===== src/rtl/mod503_pkg.sv =====
// Shared constants and FSM state encoding for the mod-503 inverter.
package mod503_pkg;

  localparam int unsigned MOD503_P   = 503;
  localparam int unsigned MOD503_EXP = 501;
  localparam int unsigned MOD503_W   = 9;

  typedef enum logic [1:0] {
    IDLE = 2'd0,
    SQR  = 2'd1,
    MUL  = 2'd2,
    DONE = 2'd3
  } mod503_state_e;

endpackage : mod503_pkg


===== src/rtl/mod503_mul.sv =====
// Combinational modular multiplier: r = (a * b) mod P.
// Ports: a, b - W-bit residues; r - W-bit reduced product.
module mod503_mul
  import mod503_pkg::*;
#(
  parameter int unsigned W = MOD503_W,
  parameter int unsigned P = MOD503_P
) (
  input  logic [W-1:0] a,
  input  logic [W-1:0] b,
  output logic [W-1:0] r
);

  localparam int unsigned PW = 2 * W;

  logic [PW-1:0] prod;
  logic [PW-1:0] rem;

  // Full-width product first, then a single reduction.
  always_comb begin
    prod = PW'(a) * PW'(b);
    rem  = prod % PW'(P);
    r    = W'(rem);
  end

endmodule : mod503_mul


===== src/rtl/mod503_inverse.sv =====
// Modular inverse a^-1 mod P via Fermat: a^(P-2), left-to-right
// square-and-multiply using one shared multiplier, one product per cycle.
// Ports: clk, rst_n (async active-low); in_valid/in_ready/a operand
// handshake; out_valid/out_ready/inv/err result handshake. err flags an
// operand of 0 or >= P (inv reads 0 in that case).
module mod503_inverse
  import mod503_pkg::*;
#(
  parameter int unsigned W = MOD503_W,
  parameter int unsigned P = MOD503_P
) (
  input  logic         clk,
  input  logic         rst_n,
  input  logic         in_valid,
  output logic         in_ready,
  input  logic [W-1:0] a,
  output logic         out_valid,
  input  logic         out_ready,
  output logic [W-1:0] inv,
  output logic         err
);

  localparam int unsigned IDX_W = $clog2(W);
  // Exponent P-2 has its MSB at bit W-1; scanning starts one bit below.
  localparam logic [W-1:0]     EXP_BITS  = W'(P - 2);
  localparam logic [IDX_W-1:0] START_IDX = IDX_W'(W - 2);

  mod503_state_e    state_q, state_d;
  logic [W-1:0]     acc_q, acc_d;
  logic [W-1:0]     base_q, base_d;
  logic [IDX_W-1:0] idx_q, idx_d;
  logic [W-1:0]     inv_d;
  logic             err_d;
  logic             out_valid_d;
  logic             in_ready_d;

  logic [W-1:0]     mul_b;
  logic [W-1:0]     prod;

  mod503_mul #(.W(W), .P(P)) u_mul (
    .a (acc_q),
    .b (mul_b),
    .r (prod)
  );

  // State and registered outputs.
  always_ff @(posedge clk or negedge rst_n) begin
    if (!rst_n) begin
      state_q   <= IDLE;
      acc_q     <= '0;
      base_q    <= '0;
      idx_q     <= '0;
      inv       <= '0;
      err       <= 1'b0;
      out_valid <= 1'b0;
      in_ready  <= 1'b1;
    end else begin
      state_q   <= state_d;
      acc_q     <= acc_d;
      base_q    <= base_d;
      idx_q     <= idx_d;
      inv       <= inv_d;
      err       <= err_d;
      out_valid <= out_valid_d;
      in_ready  <= in_ready_d;
    end
  end

  // Next-state, datapath and output logic.
  always_comb begin
    state_d = state_q;
    acc_d   = acc_q;
    base_d  = base_q;
    idx_d   = idx_q;
    inv_d   = inv;
    err_d   = err;
    mul_b   = acc_q;

    unique case (state_q)
      IDLE: begin
        if (in_valid) begin
          if ((a != '0) && (a < W'(P))) begin
            state_d = SQR;
            acc_d   = a;
            base_d  = a;
            idx_d   = START_IDX;
          end else begin
            state_d = DONE;
            inv_d   = '0;
            err_d   = 1'b1;
          end
        end
      end

      SQR: begin
        mul_b = acc_q;
        acc_d = prod;
        if (EXP_BITS[idx_q]) begin
          state_d = MUL;
        end else if (idx_q == '0) begin
          state_d = DONE;
          inv_d   = prod;
          err_d   = 1'b0;
        end else begin
          idx_d = idx_q - IDX_W'(1);
        end
      end

      MUL: begin
        mul_b = base_q;
        acc_d = prod;
        if (idx_q == '0) begin
          state_d = DONE;
          inv_d   = prod;
          err_d   = 1'b0;
        end else begin
          state_d = SQR;
          idx_d   = idx_q - IDX_W'(1);
        end
      end

      DONE: begin
        // Result stays put until the consumer takes it.
        if (out_ready) begin
          state_d = IDLE;
          inv_d   = '0;
          err_d   = 1'b0;
        end
      end

      default: begin
        state_d = IDLE;
        inv_d   = '0;
        err_d   = 1'b0;
      end
    endcase

    out_valid_d = (state_d == DONE);
    in_ready_d  = (state_d == IDLE);
  end

endmodule : mod503_inverse

===== config.mk =====
export PLATFORM = sky130hd
export DESIGN_NAME = mod503_inverse
export DESIGN_NICKNAME = d
export VERILOG_FILES = /design/src/rtl/mod503_pkg.sv /design/src/rtl/mod503_mul.sv /design/src/rtl/mod503_inverse.sv
export SDC_FILE = /design/constraint.sdc
export NUM_CORES = 1
export LEC_CHECK = 0
export BUFFER_PORTS_ARGS = -buffer_cell sky130_fd_sc_hd__buf_2
export CORE_ASPECT_RATIO = 0.9
export CORE_MARGIN = 2
export CORE_UTILIZATION = 45
export DETAILED_ROUTE_END_ITERATION = 10
export SKIP_LAST_GASP = 1
export SLEW_MARGIN = 20
export SYNTH_ARGS = -nofsm -noshare
export SYNTH_HDL_FRONTEND = slang
export SYNTH_SLANG_ARGS = --single-unit

===== constraint.sdc =====
create_clock -name clk -period 21.2 [get_ports clk]
set_input_delay 4.24 -clock clk [delete_from_list [all_inputs] [get_ports clk]]
set_output_delay 4.24 -clock clk [all_outputs]
set_load 0.02 [all_outputs]

==> run metrics, run 1 <==
diode count 0; first-pass GRT wire length 37,950 um; Avg Inst Size Synth 8.104 um^2; row count 47; final worst path period share 72.85%; Area contributors post-synth fa_1 (12%), dfrtp_1 (10%), ha_1 (6.7%), nand2_1 (4.2%), a21oi_1 (3.8%); sum of negative setup slack 0 ns; H-tree Lvls 2; Slew Limit Fails 0; minimum clock period 15.44 ns; unrepaired setup endpoints after global routing false; Arrival @ worst endpoint 15.66 ns; Worst-path clk slew 0.06 ns; clock sink total 36; Post-Synth Adder-Cell Area 18.80%; crit path launch state_q[0]; cell taking the most area after synthesis fa_1; R2R Path Start state_q[0]; Top FF cell, synth dfrtp_1; reg2reg setup slack 5.76 ns; Area growth syn-to-layout 4.074%; worst setup path end inv[4]; flops & latches, synth 36; Seq/Total Area, Yosys 10.49%; CP endpoint kind flop; hold path startpoint inv[7]; Initial Util 46.27%; layout cells sized above 1 12.46%; via/cell ratio 6.228; GRT Total Usage 22.68%; worst path bufs/invs 6; fin nets 1,159; Max Clk Rate 64.75 MHz; First-pass DRT Iterations 5; Post-Syn Nets 1,170; CTS tree yes; Initial DRC Count 699; wire per inst 17.65 um; post-CTS setup buffers 0; XOR/XNOR Fraction of Synth Area 4.482%; status completed; crit path max fanout 13; Max Cap Viol 0; critical path's largest stage delay 0.85 ns; fraction of the mapped netlist area in simple logic gates 23.68%; Cells after Synth 1,061; worst skew pair latency 0.29 ns; critical path depth 49; routability cong. 0.9111; Buffers on Ports 24; Synth Warn # 0; Hold Path Class reg2reg; Die ar. 20,230 um^2; mux contribution to synthesized area 3.885%; Top delay family on crit path compound AO/OA/AOI/OAI gates; largest net degree at the start of global routing 37; CTS resizes 0; Hold Fails Final Rpt 0; hold buffer count at cts 0; Clock Skew 0.006698 ns; clk buf depth 2; slew margin rel. 28.03%; Reg2Reg Depth 49; mapped cell area 8598 um^2; worst reg2reg path endpoint inv[4]; CP max stage cell xnor2_1; commonest non-fill, non-tap cell in the layout nand2_1; ys async rst share 100.0%; post-route ant nets 0; Detail Placement HPWL 18,120 um; FILL cells 1,844; Worst Tran Pin Value 1.050 ns; largest family of logic cells by synthesized area compound AO/OA/AOI/OAI gates; crit path launch type flop; Setup CP Type reg2reg; CTS Root Cell clkbuf_16; Post-route DRC 0; most repeated library cell on the critical path inv_1; compound-cell area share of the yosys netlist 32.20%; initial antenna violation count 0; Congestion Overflow GR 0; Netlist cell types 116; height of the die 135.1 um; number of enable flip-flop cells after synthesis 0; Die Span X 149.7 um; IO Count 25; core area 18,580 um^2; vias in the first global route 7,340; CTS Buf Count 5; Synth top area share 11.64%; vias 8,071; final WL 22,880 um; most frequent cells in the layout nand2_1 (97), inv_1 (84), nor2_1 (76); # setup viols final 0; CP required 21.41 ns
metal layers:
| layer | share of wire, % | global-route usage, % | vias up |
|---|---|---|---|
| li1 | - | - | 3873 |
| met3 | 5.4 | 2.256 | 19 |
| met2 | 44 | 33.84 | 256 |
| met4 | 0.68 | 3.145 | 0 |
| met5 | 0 | 0 | - |
| met1 | 50 | 35.95 | 3923 |
state kept, by name (all words and copies together) (netlist names):
register / flops
err: 1
acc_q: 9
base_q: 9
inv: 9
idx_q: 4
out_valid: 1
in_ready: 1
state_q: 2
cells in the mapped netlist (all sizes together) (6+ instances only):
library cell	number
nand2	98
inv	84
nor2	78
a21oi	73
o21ai	60
fa	50
ha	46
and2	38
dfrtp	35
nand3	30
nor3	27
xnor2	25
and3	24
nor2b	22
o31ai	22
buf	21
clkbuf	21
mux2	19
a211oi	16
a21o	15
a31oi	15
nor4	15
o21a	15
or2	15
mux2i	12
o211ai	11
o211a	10
xor2	10
nand2b	9
a41oi	8
a21boi	7
a22o	7
o2111ai	7
o31a	7
a211o	6
a31o	6
o22ai	6
or3	6
worst reg2reg max path: cells and delay by family (launching register included):
family | cells | cell delay [ns]
XOR/XNOR | 3 | 1.26
adder cells (fa/ha/maj) | 8 | 3.38
flip-flops | 1 | 0.43
buffers and inverters | 6 | 0.41
multiplexers | 3 | 1.46
AO/OA/AOI/OAI | 20 | 5.82
AND/OR/NAND/NOR | 9 | 2.61
through the flow:
step	area [um^2]	worst slack (ns)	instances	util [%]	hold slack (ns)
after floorplan	8598	8.311	1061	-	0.4921
after global placement	8792	5.947	1288	47.31	0.4587
after detailed placement	8792	5.899	1288	47.31	0.4652
after CTS	8942	5.788	1296	48.12	0.4767
after global routing	8949	4.674	1296	48.16	0.5070
final	8949	5.755	1296	48.16	0.4799
how the worst min path moves through the flow:
| stage | to | slack, ns | depth (start not counted) |
|---|---|---|---|
| floorplan | base_q[5] | 0.49 | 1 |
| global placement | inv[7] | 0.46 | 2 |
| detailed placement | inv[7] | 0.47 | 2 |
| CTS | inv[7] | 0.48 | 2 |
| global route | inv[4] | 0.51 | 2 |
| finish | inv[7] | 0.48 | 2 |
cell type report:
| type | count | area, um^2 | share of cell area (%) |
|---|---|---|---|
| Tap cell | 245 | 306.5 | 3.426 |
| Sequential cell | 36 | 902.1 | 10.08 |
| Multi-Input combinational cell | 898 | 7147 | 79.87 |
| Inverter | 84 | 315.3 | 3.523 |
| Clock buffer | 7 | 142.6 | 1.594 |
| Clock inverter | 1 | 7.507 | 0.08389 |
| Timing Repair Buffer | 25 | 127.6 | 1.426 |
cell families after synthesis:
kind of cell | count (synthesis)
flip-flops | 36
XOR/XNOR | 35
adder cells (fa/ha/maj) | 100
AO/OA/AOI/OAI | 349
multiplexers | 31
buffers and inverters | 127
AND/OR/NAND/NOR | 383
Power of run 1 is left out: the tool's default activity adds up to more than one toggle a clock period on the data nets, which glitch-free logic cannot reach.
==> run 2, diff against run 1 <==
- clock period: 21.2 -> 14.5 ns (I/O delays scaled with it)
==> run 2 against run 1 <==
Net effect:
- via count up 0.40%
- final area up 3.6%
- hold slack worse by 0.00088 ns
- highest routed layer unchanged
==> run metrics, run 2 (synthesized netlist as in run 1, its figures left out) <==
clock sink total 36 (unchanged); Setup CP Type reg2reg (unchanged); worst skew pair latency 0.28 ns (was 0.29 ns); via/cell ratio 6.139 (was 6.228); most frequent cells in the layout nand2_1 (97), inv_1 (84), nor2_1 (74) (was nand2_1 (97), inv_1 (84), nor2_1 (76)); layout cells sized above 1 16.00% (was 12.46%); H-tree Lvls 2 (unchanged); CP required 14.70 ns (was 21.41 ns); slew margin rel. 41.03% (was 28.03%); Max Cap Viol 0 (unchanged); post-layout util 49.89% (was 48.16%); Worst Slack Setup Final 0.8660 ns (was 5.755 ns); Detail Placement HPWL 17,990 um (was 18,120 um); Buffers on Ports 24 (unchanged); CTS Buf Count 5 (unchanged); wire per inst 17.40 um (was 17.65 um); initial antenna violation count 0 (unchanged); sum of negative setup slack 0 ns (unchanged); row count 47 (unchanged); CTS Root Cell clkbuf_16 (unchanged); final WL 22,970 um (was 22,880 um); Worst-path clk slew 0.05 ns (was 0.06 ns); Area growth syn-to-layout 7.814% (was 4.074%); GRT Total Usage 22.68% (about the same); critical path's largest stage delay 0.55 ns (was 0.85 ns); height of the die 135.1 um (unchanged); Largest regs acc_q: 9 flops, base_q: 9 flops, inv: 9 flops (unchanged); IO Count 25 (unchanged); Die Span X 149.7 um (unchanged); Initial DRC Count 723 (was 699); fin nets 1,183 (was 1,159); Clock Skew 0.004781 ns (was 0.006698 ns); minimum clock period 13.63 ns (was 15.44 ns); CTS tree yes (unchanged); Placed Instances 1,305 (was 1,288); Max Clk Rate 73.35 MHz (was 64.75 MHz); CP endpoint kind flop (unchanged); reg2reg setup slack 0.87 ns (was 5.76 ns); vias 8,103 (was 8,071); CP max stage cell fa_1 (was xnor2_1); Worst Tran Pin Value 0.8846 ns (was 1.050 ns); crit path launch type flop (unchanged); diode count 0 (unchanged); status completed (unchanged); Congestion Overflow GR 0 (unchanged); Slew Limit Fails 0 (unchanged); first-pass GRT wire length 38,390 um (was 37,950 um); Arrival @ worst endpoint 13.83 ns (was 15.66 ns); largest net degree at the start of global routing 37 (unchanged); Hold Path Class reg2reg (unchanged); commonest non-fill, non-tap cell in the layout nand2_1 (unchanged); vias in the first global route 7,499 (was 7,340); dpl ws 0.2297 ns (was 5.899 ns); Initial Util 46.27% (unchanged); hold buffer count at cts 0 (unchanged); First-pass DRT Iterations 5 (unchanged); core area 18,580 um^2 (unchanged); # setup viols final 0 (unchanged); Post-route DRC 0 (unchanged); final worst path period share 94.03% (was 72.85%); routability cong. 0.9690 (was 0.9111); Hold Fails Final Rpt 0 (unchanged); crit path max fanout 13 (unchanged); post-route ant nets 0 (unchanged); clk buf depth 2 (unchanged); Post-Layout Cell Count 1,320 (was 1,296); Die ar. 20,230 um^2 (unchanged)
[run 2: cell count changes in the layout (fill, tap and decap cells not counted), sizes merged]
cell      before  now
buf           25   49
clkbuf         7    8
clkinvlp       1    0
[run 2: worst paths after layout]
kind / depth (start not counted) / from / endpoint
max in group asynchronous: 1 / rst_n / acc_q[0]
min reg2reg: 2 / inv[7] / inv[7]
max reg2reg: 51 / state_q[0] / acc_q[4]
max: 51 / state_q[0] / acc_q[4]
min in group asynchronous: 1 / rst_n / idx_q[3]
min: 2 / inv[7] / inv[7]
[run 2: cell type report]
| cell class | count | area, um^2 |
|---|---|---|
| Multi-Input combinational cell | 898 | 7292 |
| Fill cell | 1860 | 9313 |
| Timing Repair Buffer | 49 | 307.8 |
| Clock buffer | 8 | 146.4 |
| Sequential cell | 36 | 902.1 |
| Tap cell | 245 | 306.5 |
| Inverter | 84 | 315.3 |
[run 2: metal layers]
layer	share of wire [%]	track usage (%)	vias up	wire length, um
met1	50	35.85	3917	11570
li1	-	-	3934	-
met4	0.63	2.254	0	144
met5	0	0	-	0
met3	5.1	2.155	13	1174
met2	44	34.45	239	10090
[run 2: repair_timing]
item,in CTS,in global routing
setup endpoints to repair,0,18
gates resized for setup,0,28
setup buffers,0,7
[run 2: through the flow]
step / cell area, um^2 / hold WS (ns)
2_1_floorplan: 8598 / 0.4921
3_3_place_gp: 8920 / 0.4612
3_5_place_dp: 8920 / 0.4654
4_1_cts: 9066 / 0.4774
5_1_grt: 9270 / 0.5126
6_report: 9270 / 0.4790
[run 2: worst max-delay path, delay by kind of cell, from the launching register on]
family / cells / cell delay (ns)
flip-flops: 1 / 0.44
adder cells (fa/ha/maj): 8 / 3.18
buffers and inverters: 8 / 1.15
XOR/XNOR: 3 / 0.86
AO/OA/AOI/OAI: 17 / 3.92
multiplexers: 3 / 0.97
AND/OR/NAND/NOR: 12 / 3.02
Power of run 2 is left out for the same reason.
==> run 3, diff against run 2 <==
- CORE_ASPECT_RATIO: 0.9 -> 1.2
==> run 3 against run 2 <==
Net effect:
- non-clock buffer count rose by 3
- clock skew rose by 0.0015 ns
- routed wire length rose by 1.5%
- critical path type unchanged
- highest routed layer unchanged
==> run metrics, run 3 (synthesized netlist as in run 1, its figures left out) <==
Area growth syn-to-layout 8.440% (was 7.814%); Slew Limit Fails 0 (unchanged); layout cells sized above 1 16.77% (was 16.00%); Storage cell area 902.1 um^2 (unchanged); vias in the first global route 7,806 (was 7,499); Worst-path clk slew 0.06 ns (was 0.05 ns); diode count 0 (unchanged); Buffers on Ports 24 (unchanged); vias 8,114 (was 8,103); CP endpoint kind flop (unchanged); row count 55 (was 47); sum of negative setup slack 0 ns (unchanged); slew margin rel. 44.35% (was 41.03%); crit path launch type flop (unchanged); most repeated library cell on the critical path inv_1; routability cong. 0.8983 (was 0.9690); Clock Skew 0.006240 ns (was 0.004781 ns); Max Clk Rate 73.09 MHz (was 73.35 MHz); Post-route DRC 0 (unchanged); height of the die 155.4 um (was 135.1 um); Hold Path Class reg2reg (unchanged); commonest non-fill, non-tap cell in the layout nand2_1 (unchanged); final worst path period share 94.35% (was 94.03%); hold_ws 0.4707 ns (was 0.4790 ns); core area 18,790 um^2 (was 18,580 um^2); CTS tree yes (unchanged); clk buf depth 2 (unchanged); final WL 23,320 um (was 22,970 um); Max Cap Viol 0 (unchanged); Initial DRC Count 479 (was 723); area occupied by multi-input gates 7288 um^2 (was 7292 um^2); Initial Util 45.77% (was 46.27%); CP max stage cell or4_4 (was fa_1); unrepaired setup endpoints after global routing false; CTS Root Cell clkbuf_16 (unchanged); CTS Buf Count 5 (unchanged); Worst Tran Pin Value 0.8291 ns (was 0.8846 ns); clock sink total 36 (unchanged); Die Span X 130.2 um (was 149.7 um); Congestion Overflow GR 0 (unchanged); post-route ant nets 0 (unchanged); hold buffer count at cts 0 (unchanged); first-pass GRT wire length 38,970 um (was 38,390 um); FILL cells 1,868 (was 1,860); crit path max fanout 12 (was 13); minimum clock period 13.68 ns (was 13.63 ns); H-tree Lvls 2 (unchanged); critical path's largest stage delay 0.56 ns (was 0.55 ns); Hold Fails Final Rpt 0 (unchanged); largest net degree at the start of global routing 37 (unchanged); Setup CP Type reg2reg (unchanged); CP required 14.65 ns (was 14.70 ns); wire per inst 17.47 um (was 17.40 um); most frequent cells in the layout nand2_1 (97), inv_1 (84), nor2_1 (74) (unchanged); via/cell ratio 6.078 (was 6.139); First-pass DRT Iterations 5 (unchanged); GRT Total Usage 23.26% (was 22.68%); Arrival @ worst endpoint 13.83 ns (about the same); IO Count 25 (unchanged); Die ar. 20,230 um^2 (about the same); initial antenna violation count 0 (unchanged); Detail Placement HPWL 18,540 um (was 17,990 um); # setup viols final 0 (unchanged); status completed (unchanged); fin nets 1,187 (was 1,183); Largest regs acc_q: 9 flops, base_q: 9 flops, inv: 9 flops (unchanged); worst skew pair latency 0.29 ns (was 0.28 ns)
-- run 3: cell count changes in the layout (fill, tap and decap cells not counted), sizes merged --
cell / previous run / this run
buf: 49 / 52
clkinvlp: 0 / 1
clkinv: 0 / 1
clkbuf: 8 / 5
a211oi: 16 / 17
bufinv: 0 / 1
-- run 3: repair_timing --
| item | in CTS | in global routing |
|---|---|---|
| setup buffers | 0 | 5 |
| setup endpoints to repair | 0 | 18 |
| resized for setup | 0 | 29 |
-- run 3: per-layer routing --
| layer | vias up | track usage [%] | wire length (um) |
|---|---|---|---|
| met4 | 0 | 5.223 | 374 |
| met1 | 3948 | 30.72 | 10390 |
| met2 | 197 | 41.61 | 11890 |
| li1 | 3940 | - | - |
| met5 | - | 0 | 0 |
| met3 | 29 | 1.169 | 674 |
-- run 3: per-stage QoR --
step	cells	worst slack [ns]	cell area, um^2	utilization (%)
after floorplan	1061	1.611	8598	-
after global placement	1321	0.2140	8971	47.75
after detailed placement	1321	0.09346	8971	47.75
after CTS	1329	0.006833	9139	48.64
after global routing	1335	0.01358	9324	49.63
final	1335	0.8186	9324	49.63
-- run 3: worst max-delay path, delay by kind of cell, from the launching register on --
family          cells  cell delay [ns]
buf+inv             6             0.46
fa+ha+maj           8             3.12
flops               1             0.44
xor+xnor            3             0.66
mux                 1             0.42
compound gates     21             5.91
simple gates       10             2.51
-- run 3: path summary, 6_finish.rpt --
check | from | end | slack [ns] | cells past startpoint
min in group asynchronous | rst_n | out_valid | 2.71 | 1
max in group asynchronous | rst_n | inv[0] | 11.28 | 1
max reg2reg | state_q[0] | acc_q[5] | 0.82 | 49
min | inv[7] | inv[7] | 0.47 | 2
max | state_q[0] | acc_q[5] | 0.82 | 49
min reg2reg | inv[7] | inv[7] | 0.47 | 2
-- run 3: final cells by class --
class | count | area share, %
Multi-Input combinational cell | 899 | 78.17
Sequential cell | 36 | 9.675
Timing Repair Buffer | 52 | 3.543
Clock inverter | 3 | 0.4563
Clock buffer | 5 | 1.342
Tap cell | 256 | 3.435
Inverter | 84 | 3.382
Power of run 3 is left out for the same reason.
